--- config.mk ---
export PLATFORM = sky130hd
export DESIGN_NAME = ifetch_unit
export DESIGN_NICKNAME = d
export VERILOG_FILES = /design/src/rtl/fetch_pkg.sv /design/src/rtl/ifetch_buffer.sv /design/src/rtl/ifetch_unit.sv
export SDC_FILE = /design/constraint.sdc
export NUM_CORES = 1
export LEC_CHECK = 0
export ABC_AREA = 0
export BUFFER_PORTS_ARGS = -buffer_cell sky130_fd_sc_hd__buf_2
export CORE_MARGIN = 2
export CORE_UTILIZATION = 56
export DETAILED_ROUTE_END_ITERATION = 16
export MAX_ROUTING_LAYER = met4
export PLACE_DENSITY = 0.81
export SLEW_MARGIN = 20
export SYNTH_ARGS = -nofsm -noshare
export SYNTH_HDL_FRONTEND = slang
export SYNTH_HIERARCHICAL = 1
export SYNTH_SLANG_ARGS = --single-unit
--- constraint.sdc ---
create_clock -name clk -period 4.9 [get_ports clk]
set_input_delay 0 -clock clk [delete_from_list [all_inputs] [get_ports clk]]
set_output_delay 0 -clock clk [all_outputs]
set_load 0.01 [all_outputs]
--- src/rtl/fetch_pkg.sv ---
// Shared types and defaults for the instruction-fetch stage.
// Holds the FSM encoding, buffer entry layout and PC increment helper.
package fetch_pkg;

    localparam int unsigned INST_W = 32;
    localparam int unsigned ADDR_W = 32;

    localparam logic [ADDR_W-1:0] RESET_PC_DEF  = 32'h0000_0000;
    localparam logic [ADDR_W-1:0] ADDR_MASK_DEF = 32'h0000_FFFF;

    typedef enum logic {
        BOOT = 1'b0,
        RUN  = 1'b1
    } fetch_state_e;

    typedef struct packed {
        logic [INST_W-1:0] inst;
        logic [ADDR_W-1:0] pc;
    } fetch_entry_t;

    // Next sequential word address inside the masked instruction space.
    function automatic logic [ADDR_W-1:0] pc_inc(input logic [ADDR_W-1:0] pc,
                                                 input logic [ADDR_W-1:0] mask);
        return (pc + ADDR_W'(4)) & mask;
    endfunction

endpackage

--- src/rtl/ifetch_buffer.sv ---
// Small in-order instruction buffer; the oldest entry always sits in slot 0
// so decode sees a registered head with no read mux.
module ifetch_buffer
    import fetch_pkg::*;
#(
    parameter int unsigned DEPTH = 2,
    localparam int unsigned CNT_W = $clog2(DEPTH + 1)
) (
    input  logic              clk,
    input  logic              rst,
    input  logic              push_i,
    input  logic [INST_W-1:0] push_inst_i,
    input  logic [ADDR_W-1:0] push_pc_i,
    input  logic              pop_i,
    input  logic              flush_i,
    output logic [CNT_W-1:0]  count_o,
    output logic [INST_W-1:0] head_inst_o,
    output logic [ADDR_W-1:0] head_pc_o
);

    fetch_entry_t     entry_q [DEPTH];
    fetch_entry_t     entry_d [DEPTH];
    logic [CNT_W-1:0] count_q;
    logic [CNT_W-1:0] count_d;
    logic [CNT_W-1:0] wr_idx;
    logic             do_pop;

    // Shift on pop, then write the new entry just above the surviving ones.
    always_comb begin
        do_pop  = pop_i && (count_q != '0);
        wr_idx  = count_q - CNT_W'(do_pop);
        count_d = count_q;
        for (int unsigned i = 0; i < DEPTH; i++) begin
            entry_d[i] = entry_q[i];
        end
        if (flush_i) begin
            count_d = '0;
        end else begin
            if (do_pop) begin
                for (int unsigned i = 0; i + 1 < DEPTH; i++) begin
                    entry_d[i] = entry_q[i + 1];
                end
            end
            for (int unsigned i = 0; i < DEPTH; i++) begin
                if (push_i && (CNT_W'(i) == wr_idx)) begin
                    entry_d[i].inst = push_inst_i;
                    entry_d[i].pc   = push_pc_i;
                end
            end
            count_d = count_q + CNT_W'(push_i) - CNT_W'(do_pop);
        end
    end

    always_ff @(posedge clk or posedge rst) begin
        if (rst) begin
            count_q <= '0;
            for (int unsigned i = 0; i < DEPTH; i++) begin
                entry_q[i] <= '0;
            end
        end else begin
            count_q <= count_d;
            for (int unsigned i = 0; i < DEPTH; i++) begin
                entry_q[i] <= entry_d[i];
            end
        end
    end

    assign count_o     = count_q;
    assign head_inst_o = entry_q[0].inst;
    assign head_pc_o   = entry_q[0].pc;

    // The fetch credit scheme must never push into a full buffer.
    a_no_overflow: assert property (@(posedge clk) disable iff (rst)
        !(push_i && !flush_i && !do_pop && (count_q == CNT_W'(DEPTH))))
        else $error("ifetch_buffer overflow");

endmodule

--- src/rtl/ifetch_unit.sv ---
// Fetch stage: owns the PC, issues credit-limited imem reads, buffers returned
// words for decode and discards responses made stale by a redirect.
module ifetch_unit
    import fetch_pkg::*;
#(
    parameter logic [31:0] RESET_PC  = RESET_PC_DEF,
    parameter logic [31:0] ADDR_MASK = ADDR_MASK_DEF,
    parameter int unsigned DEPTH     = 2
) (
    input  logic        clk,
    input  logic        rst,
    input  logic        redirect_valid,
    input  logic [31:0] redirect_pc,
    output logic        imem_req_valid,
    input  logic        imem_req_ready,
    output logic [31:0] imem_req_addr,
    input  logic        imem_rsp_valid,
    input  logic [31:0] imem_rsp_data,
    output logic        inst_valid,
    input  logic        inst_ready,
    output logic [31:0] inst_data,
    output logic [31:0] inst_pc,
    output logic        fetch_misalign
);

    localparam int unsigned CNT_W = $clog2(DEPTH + 1);
    localparam int unsigned SUM_W = CNT_W + 1;

    fetch_state_e     state_q;
    fetch_state_e     state_d;
    logic             run_c;
    logic [SUM_W-1:0] credit_c;

    logic [31:0]      pc_q;
    logic [31:0]      pc_d;
    logic [31:0]      rsp_pc_q;
    logic [31:0]      rsp_pc_d;
    logic [CNT_W-1:0] inflight_q;
    logic [CNT_W-1:0] inflight_d;
    logic [CNT_W-1:0] kill_q;
    logic [CNT_W-1:0] kill_d;
    logic             misalign_q;
    logic             misalign_d;

    logic [31:0]      target_c;
    logic             req_fire_c;
    logic             push_c;
    logic             pop_c;
    logic [CNT_W-1:0] buf_count;

    always_ff @(posedge clk or posedge rst) begin
        if (rst) begin
            state_q <= BOOT;
        end else begin
            state_q <= state_d;
        end
    end

    always_comb begin
        state_d = state_q;
        case (state_q)
            BOOT:    state_d = RUN;
            RUN:     state_d = RUN;
            default: state_d = BOOT;
        endcase
    end

    // Credits count both in-flight reads and buffered words, so the request
    // never depends on this cycle's decode handshake.
    always_comb begin
        run_c          = (state_q == RUN);
        credit_c       = SUM_W'(inflight_q) + SUM_W'(buf_count);
        imem_req_valid = run_c && (credit_c < SUM_W'(DEPTH));
    end

    always_comb begin
        target_c   = redirect_pc & ADDR_MASK & ~32'h3;
        req_fire_c = imem_req_valid && imem_req_ready;
        inflight_d = inflight_q + CNT_W'(req_fire_c) - CNT_W'(imem_rsp_valid);
        push_c     = imem_rsp_valid && !redirect_valid && (kill_q == '0);
        pop_c      = inst_valid && inst_ready;
        pc_d       = pc_q;
        rsp_pc_d   = rsp_pc_q;
        kill_d     = kill_q;
        misalign_d = redirect_valid && (redirect_pc[1:0] != 2'b00);

        if (imem_rsp_valid && (kill_q != '0)) begin
            kill_d = kill_q - CNT_W'(1);
        end
        if (push_c) begin
            rsp_pc_d = pc_inc(rsp_pc_q, ADDR_MASK);
        end
        if (req_fire_c) begin
            pc_d = pc_inc(pc_q, ADDR_MASK);
        end
        // Everything still outstanding after this cycle belongs to the old path.
        if (redirect_valid) begin
            pc_d     = target_c;
            rsp_pc_d = target_c;
            kill_d   = inflight_d;
        end
    end

    always_ff @(posedge clk or posedge rst) begin
        if (rst) begin
            pc_q       <= RESET_PC;
            rsp_pc_q   <= RESET_PC;
            inflight_q <= '0;
            kill_q     <= '0;
            misalign_q <= 1'b0;
        end else begin
            pc_q       <= pc_d;
            rsp_pc_q   <= rsp_pc_d;
            inflight_q <= inflight_d;
            kill_q     <= kill_d;
            misalign_q <= misalign_d;
        end
    end

    ifetch_buffer #(
        .DEPTH (DEPTH)
    ) u_buffer (
        .clk         (clk),
        .rst         (rst),
        .push_i      (push_c),
        .push_inst_i (imem_rsp_data),
        .push_pc_i   (rsp_pc_q),
        .pop_i       (pop_c),
        .flush_i     (redirect_valid),
        .count_o     (buf_count),
        .head_inst_o (inst_data),
        .head_pc_o   (inst_pc)
    );

    assign imem_req_addr  = pc_q;
    assign inst_valid     = (buf_count != '0);
    assign fetch_misalign = misalign_q;

    a_rsp_has_req: assert property (@(posedge clk) disable iff (rst)
        imem_rsp_valid |-> (inflight_q != '0))
        else $error("ifetch_unit response without outstanding request");

endmodule
# Word level (Yosys, flattened, before mapping)
# Cells that the tools add are included.
dict set report classes {
  n_addsub 9
  mul 0
  n_div 0
  n_lt_le_gt_ge 1
  eq_ne 1
  n_shift 0
  mux 9
  bitwise 1
  reduce_logical 22
}
# operator count
set ops {}
lappend ops {{$mux 32} 4}
lappend ops {{$mux 64} 2}
lappend ops {{$add 16x3->16 const B} 2}
lappend ops {{$reduce_bool 2->1} 7}
lappend ops {{$logic_and 1x1->1} 10}
lappend ops {{$mux 2} 3}
lappend ops {{$sub 2x1->2} 3}
lappend ops {{$add 2x1->2} 2}
lappend ops {{$logic_not 2->1} 2}
lappend ops {{$reduce_and 2->1} 2}
lappend ops {{$add 2x2->3} 1}
lappend ops {{$lt 3x2->1 const B} 1}
lappend ops {{$eq 1x2->1 const A} 1}
lappend ops {{$sub 2x1->2 const B} 1}
lappend ops {{$logic_not 1->1} 1}
lappend ops {{$not 1->1} 1}
dict set report word_totals {
  register_bits 200
  latchBits 0
  mem_bits_rw 0
  mem_bits_ro 0
  input_bits 70
  output_inout_bits 99
  elab_cells 54
  n_memories 0
}

# Depth between registers and ports, before layout
# Gate-level depths: netlist of the first run.
dict set report logic_depth {
  ltp_word 8
  mapped_depth 12
  mapped_depth_nobuf 11
}

# By module
# The synthesis of the first run kept the hierarchy.
# mod instances cells_each area_per_inst_um2 seq_area_each_um2
set by_module_without_submodules {}
lappend by_module_without_submodules {ifetch_buffer 1 494 5953.2 3253.1}
lappend by_module_without_submodules {ifetch_unit 1 208 2099.5 850.8}

# Least setup slack after synthesis of the first run
# Ideal clock, no wire load.
dict set report synth_path {
  path_type {flip-flop to flip-flop}
  start {register u_buffer.count_q[0] (netlist: u_buffer/count_o[0])}
  end {register kill_q[1]}
  setup_time_ns 0.136
  arrival_time_ns 2.323
  required_time_ns 4.764
  path_slack_ns 2.441
  stages_incl_launch_ff 13
  n_path_buf 1
  period_less_slack_ns 2.459
  path_cell_list {dfrtp_1 -> and2_1 -> fa_1 -> and4bb_2 -> buf_4 -> inv_2 -> ha_1 -> inv_1 -> ha_1 -> xnor2_1 -> xnor2_1 -> nand2_1 -> o21ai_0}
}
dict set report synth_between {
  elab_chain_len 7
}
# element line_no
set synth_rtl {}
lappend synth_rtl {{start: declaration} ifetch_buffer.sv:23} ;# logic [CNT_W-1:0] count_q;
lappend synth_rtl {{start signal: assignment} ifetch_buffer.sv:61} ;# count_q <= count_d;
lappend synth_rtl {{$add 2x2->3} ifetch_unit.sv:72} ;# credit_c = SUM_W'(inflight_q) + SUM_W'(buf_count);
lappend synth_rtl {{$lt 3x2->1} ifetch_unit.sv:73} ;# imem_req_valid = run_c && (credit_c < SUM_W'(DEPTH));
lappend synth_rtl {{$logic_and 1x1->1} ifetch_unit.sv:73}
lappend synth_rtl {{$logic_and 1x1->1} ifetch_unit.sv:78} ;# req_fire_c = imem_req_valid && imem_req_ready;
lappend synth_rtl {{$add 2x1->2} ifetch_unit.sv:79} ;# inflight_d = inflight_q + CNT_W'(req_fire_c) - CNT_W'(imem_rsp_valid);
lappend synth_rtl {{$sub 2x1->2} ifetch_unit.sv:79}
lappend synth_rtl {{via inflight_d[1]} ifetch_unit.sv:39} ;# logic [CNT_W-1:0] inflight_d;
lappend synth_rtl {{$mux 2} ifetch_unit.sv:97} ;# if (redirect_valid) begin
lappend synth_rtl {{end signal: assignment} ifetch_unit.sv:115} ;# kill_q <= kill_d;
lappend synth_rtl {{end: declaration} ifetch_unit.sv:40} ;# logic [CNT_W-1:0] kill_q;
# The timed path passes the listed nets, and every way through them passes these cells.
# A chain may end at the register's enable or synchronous reset.

# Worst setup path after layout of the first run
dict set report layout_path {
  start {register u_buffer.count_q[1] (netlist: u_buffer/count_o[1])}
  end {register u_buffer/entry_q[39] in the netlist's numbering}
}
dict set report layout_between {
  elab_chain_len 7
}
# element line_no
set layout_rtl {}
lappend layout_rtl {{$reduce_bool 2->1} ifetch_unit.sv:136} ;# assign inst_valid = (buf_count != '0);
lappend layout_rtl {{$logic_and 1x1->1} ifetch_unit.sv:81} ;# pop_c = inst_valid && inst_ready;
lappend layout_rtl {{via pop_c} ifetch_unit.sv:48} ;# logic pop_c;
lappend layout_rtl {{$logic_and 1x1->1} ifetch_buffer.sv:30} ;# do_pop = pop_i && (count_q != '0);
lappend layout_rtl {{$sub 2x1->2} ifetch_buffer.sv:31} ;# wr_idx = count_q - CNT_W'(do_pop);
lappend layout_rtl {{$eq 1x2->1} ifetch_buffer.sv:45} ;# if (push_i && (CNT_W'(i) == wr_idx)) begin
lappend layout_rtl {{$logic_and 1x1->1} ifetch_buffer.sv:45}
lappend layout_rtl {{$reduce_and 2->1 (no source line)} -}
lappend layout_rtl {{end signal: indexed assignment} ifetch_buffer.sv:63} ;# entry_q[i] <= entry_d[i];
lappend layout_rtl {{end: declaration} ifetch_buffer.sv:21} ;# fetch_entry_t entry_q [DEPTH];
# The timed path passes the listed nets, and every way through them passes these cells.

==> impl_results.md, run 1 <==
* Status: completed
* Routed Antenna Nets at 0
* Netlist cell types at 46
* Post_cts resized at 0
* Maximum VDD drop at 0.253 mV
* Combinational share of power at 29.4%
* Pwr dens at 534 nW/µm²
* Diodes inserted at 0
* Detailed Routing Iterations Pass 1 at 6
* Final Hold Vio Count at 0
* Total track usage at 22.1%
* CP Launch Type: register
* Most frequent cells in the layout: dfrtp_1, buf_2, mux2_2
* Vias/cell at 5.19
* Warnings from Yosys at 6
* Hold slack at 29.2 ps
* Die height at 124 µm
* Clock Sinks at 164
* Yosys reg bits at 164
* Setup_tns at 0 ps
* Vias in the first global route at 5309
* Max Clock Skew at 10.2 ps
* Crit. End Element: register
* Commonest non-fill, non-tap cell in the layout: dfrtp_1
* Initial Util at 57.6%
* Syn_area_per_cell at 11.5 µm²
* Nets at 926
* Area Overhead vs Synth at 18.5%
* Max_slew headroom at 33.9%
* Vias at 5396
* Clock Tree Root: clkbuf_16
* Overall power at 0.00510 W
* Routed WL at 16100 µm
* Synth Instances at 702
* Worst Path Arrival at 3330 ps
* Fillcell total at 998
* Row count at 43
* I/O pin cnt at 169
* H-Tree Depth at 4
* Core Area at 14000 µm²
* Ratio of cells with drive above 1 in the final layout at 29.7%
* DR iter-0 viols at 331
* Clk pwr share at 29.0%
* Period utilization at 61.8%
* Setup violators final at 0
* Internal power at 0.00352 W
* Routed len/inst at 15.5 µm
* Post-route minimum period at 3030 ps
* WP data required at 5200 ps
* Max Fanout on Critical Path at 24
* CTS clk-pin slew, worst paths at 60 ps
* Sequential fraction of the synthesis area at 51.0%
* Max-Cap Viols at 0
* Peak Freq at 330 MHz
* Sw power at 0.00158 W
* Routability cong. at 0.779
* CTS tree: yes
* Antenna violations before repair at 0
* Post-CTS setup buffer count at 0
* Seq pwr share at 41.6%
* Area of the multi-input gates at 3270 µm²
* Port Buf Inserts at 134
* EDFF count, synth at 0
* Clock latency at the later pin of the worst-skew pair at 430 ps
* Post-Syn Area at 8050 µm²
* Deepest clock path buffer count at 2
* Largest net degree at the start of global routing at 129
* GRT overflow at 0
* Pleak at 4.97 nW
* Post-synth ARST share at 100%
* Register Area at 4100 µm²
* Top_reg_cell synth: dfrtp_1
* First-pass GRT wire length at 25100 µm
* Net Sw Frac at 31.0%
* CTS Buf Count at 17
* Die area at 15400 µm²
* Post-DP HPWL at 9830 µm
* Slew Viols, Final at 0
* Unrepaired setup endpoints after global routing: no
* Kind of critical path: reg -> reg
* Die width at 124 µm
* Worst Hold Class: in -> reg
* Drt drc at 0
* Slew @ Worst Pin at 988 ps
[layout make-up]
cell class / instances / share of cell area, %
timing repair buffer: 190 / 13.0
tap: 180 / 2.36
sequential: 164 / 43.0
inverter: 14 / 0.577
clock buffer: 20 / 4.68
multi-input combinational: 462 / 34.3
clock inverter: 9 / 2.12
[cell families after synthesis]
logic type | Yosys count | synth area share, %
XOR/XNOR | 23 | 2.50
adder cells (fa/ha/maj) | 7 | 1.18
AND/OR/NAND/NOR | 144 | 8.83
buffers and inverters | 129 | 11.0
multiplexers | 148 | 19.6
other | 2 | 0.0933
AO/OA/AOI/OAI | 85 | 5.76
flip-flops | 164 | 51.0
[sequential cells by signal, summed over array words and instances, names as in the netlist]
signal,count
fetch_misalign,1
inflight_q,2
u_buffer/head_pc_o,32
u_buffer/head_inst_o,32
rsp_pc_q,14
imem_req_addr,14
run_c,1
u_buffer/count_o,2
kill_q,2
u_buffer/entry_q,64
[stage by stage]
step / worst slack (ps) / utilization (%) / cells / cell area [µm²]
after floorplan: 1430 / - / 755 / 8250
after global routing: 1720 / 68.2 / 1039 / 9540
after global placement: 1980 / 60.1 / 961 / 8400
final: 1870 / 68.2 / 1039 / 9540
after detailed placement: 1930 / 60.1 / 961 / 8400
after CTS: 1890 / 68.2 / 1039 / 9540
[worst max-delay path, stage by stage (launching register included)]
cell and delay, ps:
dfrtp_1 470, or2_2 330, and2_1 200, nand2b_1 180
o21ai_0 200, nand3b_1 670, buf_4 520, mux2_2 320
[synth_stat cells (4+ instances only)]
| library cell | number | area (µm²) |
|---|---|---|
| nand4_1 | 5 | 31.3 |
| nor3_1 | 4 | 20.0 |
| buf_2 | 14 | 70.1 |
| mux2_2 | 80 | 901 |
| xnor2_1 | 15 | 131 |
| nand2_1 | 14 | 52.6 |
| xor2_1 | 8 | 70.1 |
| inv_1 | 12 | 45.0 |
| nor4_1 | 5 | 31.3 |
| buf_6 | 6 | 67.6 |
| ha_1 | 6 | 75.1 |
| nand2b_1 | 5 | 31.3 |
| nor2_1 | 73 | 274 |
| o21ai_0 | 5 | 25.0 |
| and2_1 | 4 | 25.0 |
| a21oi_1 | 69 | 345 |
| dfrtp_1 | 164 | 4100 |
| mux2i_1 | 68 | 681 |
| buf_4 | 91 | 683 |
| buf_1 | 4 | 15.0 |
| nand3_1 | 12 | 60.1 |
[worst paths after layout]
check	from	endpoint	slack, ps	cells after the start
max	u_buffer/count_o[1]	u_buffer/entry_q[39]	1870	7
min	redirect_valid	u_buffer/count_o[0]	30	2
max reg2reg	u_buffer/count_o[1]	u_buffer/entry_q[39]	1870	7
min reg2reg	u_buffer/entry_q[16]	u_buffer/entry_q[16]	510	1
max in group asynchronous	rst	u_buffer/head_inst_o[31]	3260	4
min in group asynchronous	rst	u_buffer/count_o[0]	250	3
[power groups by stage]
stage                     Sequential (W)  Clock [W]  Combinational (W)
after floorplan                  0.00208          0            0.00136
after global placement           0.00210          0            0.00141
after detailed placement         0.00214          0            0.00145
after CTS                        0.00212    0.00150            0.00150
after global routing             0.00219    0.00156            0.00166
final                            0.00212    0.00148            0.00150
[repair_timing]
item                       in CTS  in global routing
hold buffers                   49                  0
hold endpoints to repair      177                  0
setup endpoints to repair       0                  0
[routing by layer]
metal	vias up	wire length, µm	GRT usage [%]
met3	24	858	5.17
met1	2638	7040	26.5
met5	-	0	-
met2	151	7880	36.7
li1	2583	-	-
met4	0	319	8.22
Power figures use the tool's default switching activity.
==> run 2: changes to the inputs <==
--- a/config.mk
+++ b/config.mk
@@ -5,13 +5,13 @@
 export SDC_FILE = /design/constraint.sdc
 export NUM_CORES = 1
 export LEC_CHECK = 0
-export ABC_AREA = 0
+export ABC_AREA = 1
 export BUFFER_PORTS_ARGS = -buffer_cell sky130_fd_sc_hd__buf_2
 export CORE_MARGIN = 2
-export CORE_UTILIZATION = 56
+export CORE_UTILIZATION = 57
 export DETAILED_ROUTE_END_ITERATION = 16
 export MAX_ROUTING_LAYER = met4
-export PLACE_DENSITY = 0.81
+export PLACE_DENSITY = 0.82
 export SLEW_MARGIN = 20
 export SYNTH_ARGS = -nofsm -noshare
 export SYNTH_HDL_FRONTEND = slang
==> constraint.sdc (replaced) <==
create_clock -name clk -period 3 [get_ports clk]
set_input_delay 0 -clock clk [delete_from_list [all_inputs] [get_ports clk]]
set_output_delay 0 -clock clk [all_outputs]
set_load 0.01 [all_outputs]
==> impl_results.md, run 2 <==
* Netlist cell types at 41 (-11%)
* Area Overhead vs Synth at 16.9%
* Routed len/inst at 13.1 µm (-15%)
* Hold Startpoint: imem_req_ready
* Pwr dens at 716 nW/µm² (+34%)
* Vias at 7412 (+37%)
* Cell Chain, Critical Path: nand2_1, inv_1, fa_1, nor2_4, nand3_4, ha_1, inv_1, ha_1, xnor2_1, xnor2_1, nand2_1, nand3_1
* Fillcell total at 1193 (+20%)
* Max-Cap Viols at 0 (unchanged)
* Worst hold path endpoint: imem_req_addr[12]
* Setup violators final at 0 (unchanged)
* Highest metal used: met4
* Warnings from Yosys at 6 (unchanged)
* CTS clk-pin slew, worst paths at 60 ps (about the same)
* Cell depth of the worst hold path at 5 (+3)
* RR Endpoint: kill_q[1]
* Crit. End Element: register
* Clock Sinks at 164 (unchanged)
* Maximum VDD drop at 0.403 mV (+60%)
* Port Buf Inserts at 134 (unchanged)
* Clock Tree Root: clkbuf_16
* GRT overflow at 0 (unchanged)
* Met2 wire length at 9370 µm (+19%)
* First-pass GRT wire length at 33100 µm (+32%)
* Total track usage at 25.8% (+3.6 points)
* Core Area at 15100 µm² (+7.9%)
* M1 wire length at 8700 µm (+24%)
* R2R cell count at 12 (+5)
* Row count at 45 (+4.7%)
* Slew @ Worst Pin at 820 ps (-169 ps)
* Initial Util at 57.9% (+0.33 points)
* I/O pin cnt at 169 (unchanged)
* Synth area leader: dfrtp_1
* Max FFs per register at 64 (unchanged)
* Die height at 128 µm (+3.1%)
* Peak Freq at 417 MHz (+26%)
* Slew Viols, Final at 0 (unchanged)
* Post-DP HPWL at 11300 µm (+15%)
* Sequential fraction of the synthesis area at 47.0% (-4.0 points)
* Max Clock Skew at 5.51 ps (-4.68 ps)
* Final Hold Vio Count at 0 (unchanged)
* Post-Syn Area at 8740 µm² (+8.5%)
* Top_reg_cell synth: dfrtp_1
* Max_slew headroom at 45.4% (+11 points)
* Routed Antenna Nets at 0 (unchanged)
* Kind of critical path: reg -> reg
* CP Launch Type: register
* Leading cell types by total area after synthesis: dfrtp_1, nand2_1, buf_4
* Status: completed
* Post-CTS setup buffer count at 0 (unchanged)
* EDFF count, synth at 0 (unchanged)
* Post-route minimum period at 2400 ps (-630 ps)
* WP data required at 3360 ps (-1840 ps)
* Synth Instances at 1153 (+64%)
* Die width at 128 µm (+3.1%)
* Post-synth ARST share at 100% (unchanged)
* WL met3 at 1050 µm (+23%)
* Largest net degree at the start of global routing at 131 (+1.6%)
* Synth top area share at 47.0% (-4.0 points)
* Routability cong. at 0.845 (+8.4%)
* Worst Path Arrival at 2760 ps (-570 ps)
* Top cells by count, synth: nand2_1, dfrtp_1, inv_1
* CTS tree: yes
* CP max stage delay at 490 ps (-180 ps)
* Largest delay share family, worst path: adder cells
* Die area at 16300 µm² (+6.4%)
* Period utilization at 80.0% (+18 points)
* Max Fanout on Critical Path at 7 (-71%)
* Syn_area_per_cell at 7.58 µm² (-34%)
* FF-to-FF setup slack at 600 ps (-1270 ps)
* Most frequent cell after synthesis: nand2_1
* Deepest clock path buffer count at 2 (unchanged)
* Vias in the first global route at 7105 (+34%)
* Yosys reg bits at 164 (unchanged)
* Unrepaired setup endpoints after global routing: no
* Worst Hold Class: in -> reg
* FF-to-FF Start: u_buffer/count_o[0]
* Commonest non-fill, non-tap cell in the layout: nand2_1
* H-Tree Depth at 4 (unchanged)
* Ratio of cells with drive above 1 in the final layout at 15.8% (-14 points)
* Nets at 1363 (+47%)
* Drt drc at 0 (unchanged)
* Buf/Inv on CP at 2 (+1)
* Most frequent cells in the layout: nand2_1, dfrtp_1, buf_2
* Overall power at 0.00731 W (+43%)
* Pleak at 5.75 nW (+16%)
* Antenna violations before repair at 0 (unchanged)
* Post_cts resized at 0 (unchanged)
* Crit path max-delay cell type: fa_1
* Clock latency at the later pin of the worst-skew pair at 430 ps (about the same)
* Diodes inserted at 0 (unchanged)
* CTS Buf Count at 17 (unchanged)
* Detailed Routing Iterations Pass 1 at 5 (-1)
* Setup_tns at 0 ps (unchanged)
* Vias/cell at 4.98 (-4.0%)
* DR iter-0 viols at 646 (+95%)
* Routed WL at 19500 µm (+21%)
* Largest Register: u_buffer/entry_q
==> run 2: changes by cell type after synthesis, sizes merged, moves of 42 or more <==
cell   previous run  this run
o21ai             5        85
a21oi            69         9
nor2             73        31
mux2             80         0
mux2i            68         0
nand2            14       475
inv              13       112
nand3            12        99
==> run 2: stage by stage <==
| step | cell area, µm² | utilization [%] | hold WS, ps | worst slack, ps | instances |
|---|---|---|---|---|---|
| final | 10200 | 67.7 | 40.3 | 600 | 1487 |
| after global routing | 10200 | 67.7 | 61.7 | 403 | 1487 |
| after CTS | 10200 | 67.7 | 28.0 | 570 | 1487 |
| after detailed placement | 9100 | 60.3 | 157 | 591 | 1404 |
| after global placement | 9100 | 60.3 | 156 | 618 | 1404 |
| after floorplan | 8940 | - | 65.2 | 759 | 1206 |
==> run 2: timing repair <==
item	4_1_cts	5_1_grt
endpoints found under the setup margin	0	0
hold buffers	51	0
hold endpoints to repair	259	0
==> run 2: worst max-delay path by stage <==
stage / from / to / slack, ps / depth (start not counted)
5_1_grt: u_buffer/count_o[0] / kill_q[1] / 400 / 12
3_3_place_gp: u_buffer/count_o[0] / kill_q[0] / 620 / 10
6_report: u_buffer/count_o[0] / kill_q[1] / 600 / 12
4_1_cts: u_buffer/count_o[0] / kill_q[1] / 570 / 12
2_1_floorplan: u_buffer/count_o[0] / kill_q[0] / 760 / 10
3_5_place_dp: u_buffer/count_o[0] / kill_q[1] / 590 / 12
==> run 2: tightest hold or removal path: cells and delay by family <==
family | cells | cell delay, ps
AND/OR/NAND/NOR | 4 | 310
buffers and inverters | 1 | 110
==> run 2: report_power, final <==
part           internal (W)  switching [W]  leakage, nW  total, W
clock               0.00125       0.000905        0.283   0.00216
sequential          0.00278       0.000373         2.21   0.00315
combinational      0.000785        0.00122         3.26   0.00200
==> run 2: cell type report <==
cell class	count	area [µm²]	share of cell area (%)
tap	188	235	2.30
multi-input combinational	797	3580	35.0
clock inverter	14	154	1.51
clock buffer	18	439	4.30
inverter	112	427	4.18
timing repair buffer	194	1280	12.5
sequential	164	4100	40.2
==> run 2: routing by layer <==
layer	up-vias	GRT usage (%)
li1	3708	-
met1	3422	32.3
met2	246	42.0
met3	36	4.84
met4	0	9.70
met5	-	-
==> run 2: cells by family (layout without fill, tap and decap cells) <==
kind of cell | count (synthesis) | count (layout) | synth area share [%]
XOR/XNOR | 5 | 5 | 0.501
AO/OA/AOI/OAI | 106 | 106 | 6.62
buffers and inverters | 245 | 338 | 14.8
other | 2 | 55 | 0.0860
AND/OR/NAND/NOR | 624 | 624 | 30.0
flip-flops | 164 | 164 | 47.0
adder cells (fa/ha/maj) | 7 | 7 | 1.09
==> run 3: changes to the inputs <==
--- a/config.mk
+++ b/config.mk
@@ -8,10 +8,10 @@
 export ABC_AREA = 1
 export BUFFER_PORTS_ARGS = -buffer_cell sky130_fd_sc_hd__buf_2
 export CORE_MARGIN = 2
-export CORE_UTILIZATION = 57
+export CORE_UTILIZATION = 51
 export DETAILED_ROUTE_END_ITERATION = 16
 export MAX_ROUTING_LAYER = met4
-export PLACE_DENSITY = 0.82
+export PLACE_DENSITY = 0.77
 export SLEW_MARGIN = 20
 export SYNTH_ARGS = -nofsm -noshare
 export SYNTH_HDL_FRONTEND = slang
==> constraint.sdc (replaced) <==
create_clock -name clk -period 1.93 [get_ports clk]
set_input_delay 0 -clock clk [delete_from_list [all_inputs] [get_ports clk]]
set_output_delay 0 -clock clk [all_outputs]
set_load 0.01 [all_outputs]
==> impl_results.md, run 3 (synthesis results as in run 2) <==
* I/O pin cnt at 169 (unchanged)
* Nets at 1387 (+1.8%)
* Crit. End Element: register
* Seq pwr share at 41.3% (-1.8 points)
* Worst Path Arrival at 2440 ps (-320 ps)
* Max Fanout on Critical Path at 2 (-5)
* Ratio of cells with drive above 1 in the final layout at 18.3% (+2.5 points)
* Status: finished, violations left
* Port Buf Inserts at 134 (unchanged)
* Detailed Routing Iterations Pass 1 at 5 (unchanged)
* Crit path max-delay cell type: fa_2
* Post-DP HPWL at 12700 µm (+12%)
* Routed Antenna Nets at 0 (unchanged)
* Die height at 135 µm (+5.5%)
* Largest delay share family, worst path: adder cells
* Setup_tns at -663 ps (-663 ps)
* Largest net degree at the start of global routing at 77 (-41%)
* R2R cell count at 12 (unchanged)
* Period utilization at 111% (+31 points)
* Final instance area at 10700 µm² (+4.5%)
* Finished Core Util at 64.1% (-3.6 points)
* CP max stage delay at 450 ps (-40 ps)
* Vias in the first global route at 7114 (+0.13%)
* Vias/cell at 4.90 (-1.7%)
* FF-to-FF setup slack at -200 ps (-800 ps)
* Worst Hold Class: in -> reg
* Worst setup path start: inflight_q[0]
* Deepest clock path buffer count at 2 (unchanged)
* Drt drc at 0 (unchanged)
* RR Endpoint: kill_q[1]
* Largest Register: u_buffer/entry_q
* Pwr dens at 1110 nW/µm² (+55%)
* Critical Path Stages at 12 (unchanged)
* Setup violators final at 25 (+25)
* Combinational share of power at 29.0% (+1.6 points)
* Commonest non-fill, non-tap cell in the layout: nand2_1
* Clock latency at the later pin of the worst-skew pair at 430 ps (about the same)
* Max Clock Skew at 9.74 ps (+4.23 ps)
* Sw power at 0.00399 W (+60%)
* WP data required at 2240 ps (-1120 ps)
* Peak Freq at 469 MHz (+12%)
* CTS tree: yes
* Total track usage at 23.9% (-1.9 points)
* Cell Chain, Critical Path: nand2_1, inv_2, fa_2, nor2_4, nand3_4, ha_4, inv_2, ha_4, xnor2_4, xnor2_2, nand2_1, nand3_1
* CTS clk-pin slew, worst paths at 60 ps (about the same)
* Diodes inserted at 0 (unchanged)
* Max FFs per register at 64 (unchanged)
* Final Hold Vio Count at 0 (unchanged)
* Routed WL at 20700 µm (+5.8%)
* CP Launch Type: register
* Vias at 7559 (+2.0%)
* Max-Cap Viols at 0 (unchanged)
* Net Sw Frac at 33.7% (-0.44 points)
* Kind of critical path: reg -> reg
* Most frequent cells in the layout: nand2_1, dfrtp_1, buf_2
* Post-route minimum period at 2130 ps (-266 ps)
* GRT overflow at 0 (unchanged)
* Area post-placement at 9390 µm² (+3.1%)
* Final Worst Setup Slack at -204 ps (-804 ps)
* Routability cong. at 0.905 (+7.1%)
* Failing checks: negative setup slack
* Area Overhead vs Synth at 22.1%
* Worst Setup EP: kill_q[1]
* H-Tree Depth at 4 (unchanged)
* Pleak at 5.95 nW (+3.6%)
* Overall power at 0.0118 W (+62%)
* CTS Buf Count at 17 (unchanged)
* Internal power at 0.00786 W (+63%)
* Antenna violations before repair at 0 (unchanged)
* Routed len/inst at 13.4 µm (+2.0%)
* Unrepaired setup endpoints after global routing: yes
* Die area at 18200 µm² (+11%)
* FF-to-FF Start: inflight_q[0]
* Core Area at 16600 µm² (+10%)
* Clock Tree Root: clkbuf_16
* Row count at 47 (+4.4%)
* Buf/Inv on CP at 2 (unchanged)
* Clock Sinks at 164 (unchanged)
* Die width at 135 µm (+5.5%)
* Slew Viols, Final at 0 (unchanged)
* Initial Util at 52.5% (-5.4 points)
* Maximum VDD drop at 0.622 mV (+54%)
* First-pass GRT wire length at 34000 µm (+2.8%)
* Clk pwr share at 29.7% (+0.2 points)
* DR iter-0 viols at 537 (-17%)
==> run 3: cell count changes in the layout (fill, tap and decap cells not counted), moves of 3 or more <==
cell	before	now
inv_2	2	5
o21ai_2	2	5
clkinv_4	5	2
inv_1	108	105
buf_12	2	10
buf_4	6	19
o21ai_0	78	74
==> run 3: routing by layer <==
layer	GRT usage, %	vias to the layer above	part of all wire (%)	wire length, µm
li1	-	3749	-	-
met1	30.7	3508	43	8910
met2	38.8	273	49	10100
met3	4.47	29	6.5	1340
met4	6.61	0	1.4	285
met5	-	-	0	0
==> run 3: metrics by stage <==
stage / hold WS [ps] / setup WS (ps) / instances
floorplan: 65.2 / -285 / 1206
global placement: -8.37 / -225 / 1454
detailed placement: -3.80 / -265 / 1454
CTS: 4.28 / -272 / 1537
global route: 26.1 / -297 / 1543
finish: 31.0 / -204 / 1543
==> run 3: cell type report <==
type / count / area (µm²)
clock buffers: 18 / 439
multi-input cells: 797 / 3660
well taps: 220 / 275
fillers: 1359 / 5970
flip-flops and latches: 164 / 4100
clock inverters: 14 / 175
repair buffers: 218 / 1590
inverters: 112 / 427
==> run 3: timing repair <==
| action | 4_1_cts | 5_1_grt |
|---|---|---|
| pin swaps | 4 | 4 |
| hold endpoints to repair | 259 | 0 |
| resized for setup | 2 | 24 |
| buffers inserted | 1 | 6 |
| endpoints found under the setup margin | 5 | 117 |
| hold buffers | 51 | 0 |
| gates cloned | 0 | 1 |
==> run 3: worst reg2reg max path: cells and delay by family, from the launching register on <==
family | cells | cell delay [ps]
and+or+nand+nor | 5 | 410
xor gates and xnor gates | 2 | 300
DFF | 1 | 380
buffers and inverters | 2 | 70
adders and majority gates | 3 | 880
==> run 3: power groups by stage <==
stage / Sequential, W / Clock, W / Combinational (W)
floorplan: 0.00484 / 0 / 0.00270
global placement: 0.00491 / 0 / 0.00310
detailed placement: 0.00493 / 0 / 0.00319
CTS: 0.00489 / 0.00358 / 0.00329
global route: 0.00502 / 0.00373 / 0.00388
finish: 0.00489 / 0.00351 / 0.00344
==> run 3: worst min path at each step <==
stage,startpoint,cells past startpoint,slack [ps],end
2_1_floorplan,redirect_valid,1,70,u_buffer/count_o[0]
3_3_place_gp,rst,2,-8,u_buffer/head_pc_o[6]
3_5_place_dp,rst,2,-4,u_buffer/head_pc_o[6]
4_1_cts,imem_req_ready,4,4,inflight_q[1]
5_1_grt,imem_req_ready,4,30,inflight_q[1]
6_report,imem_req_ready,4,30,inflight_q[1]
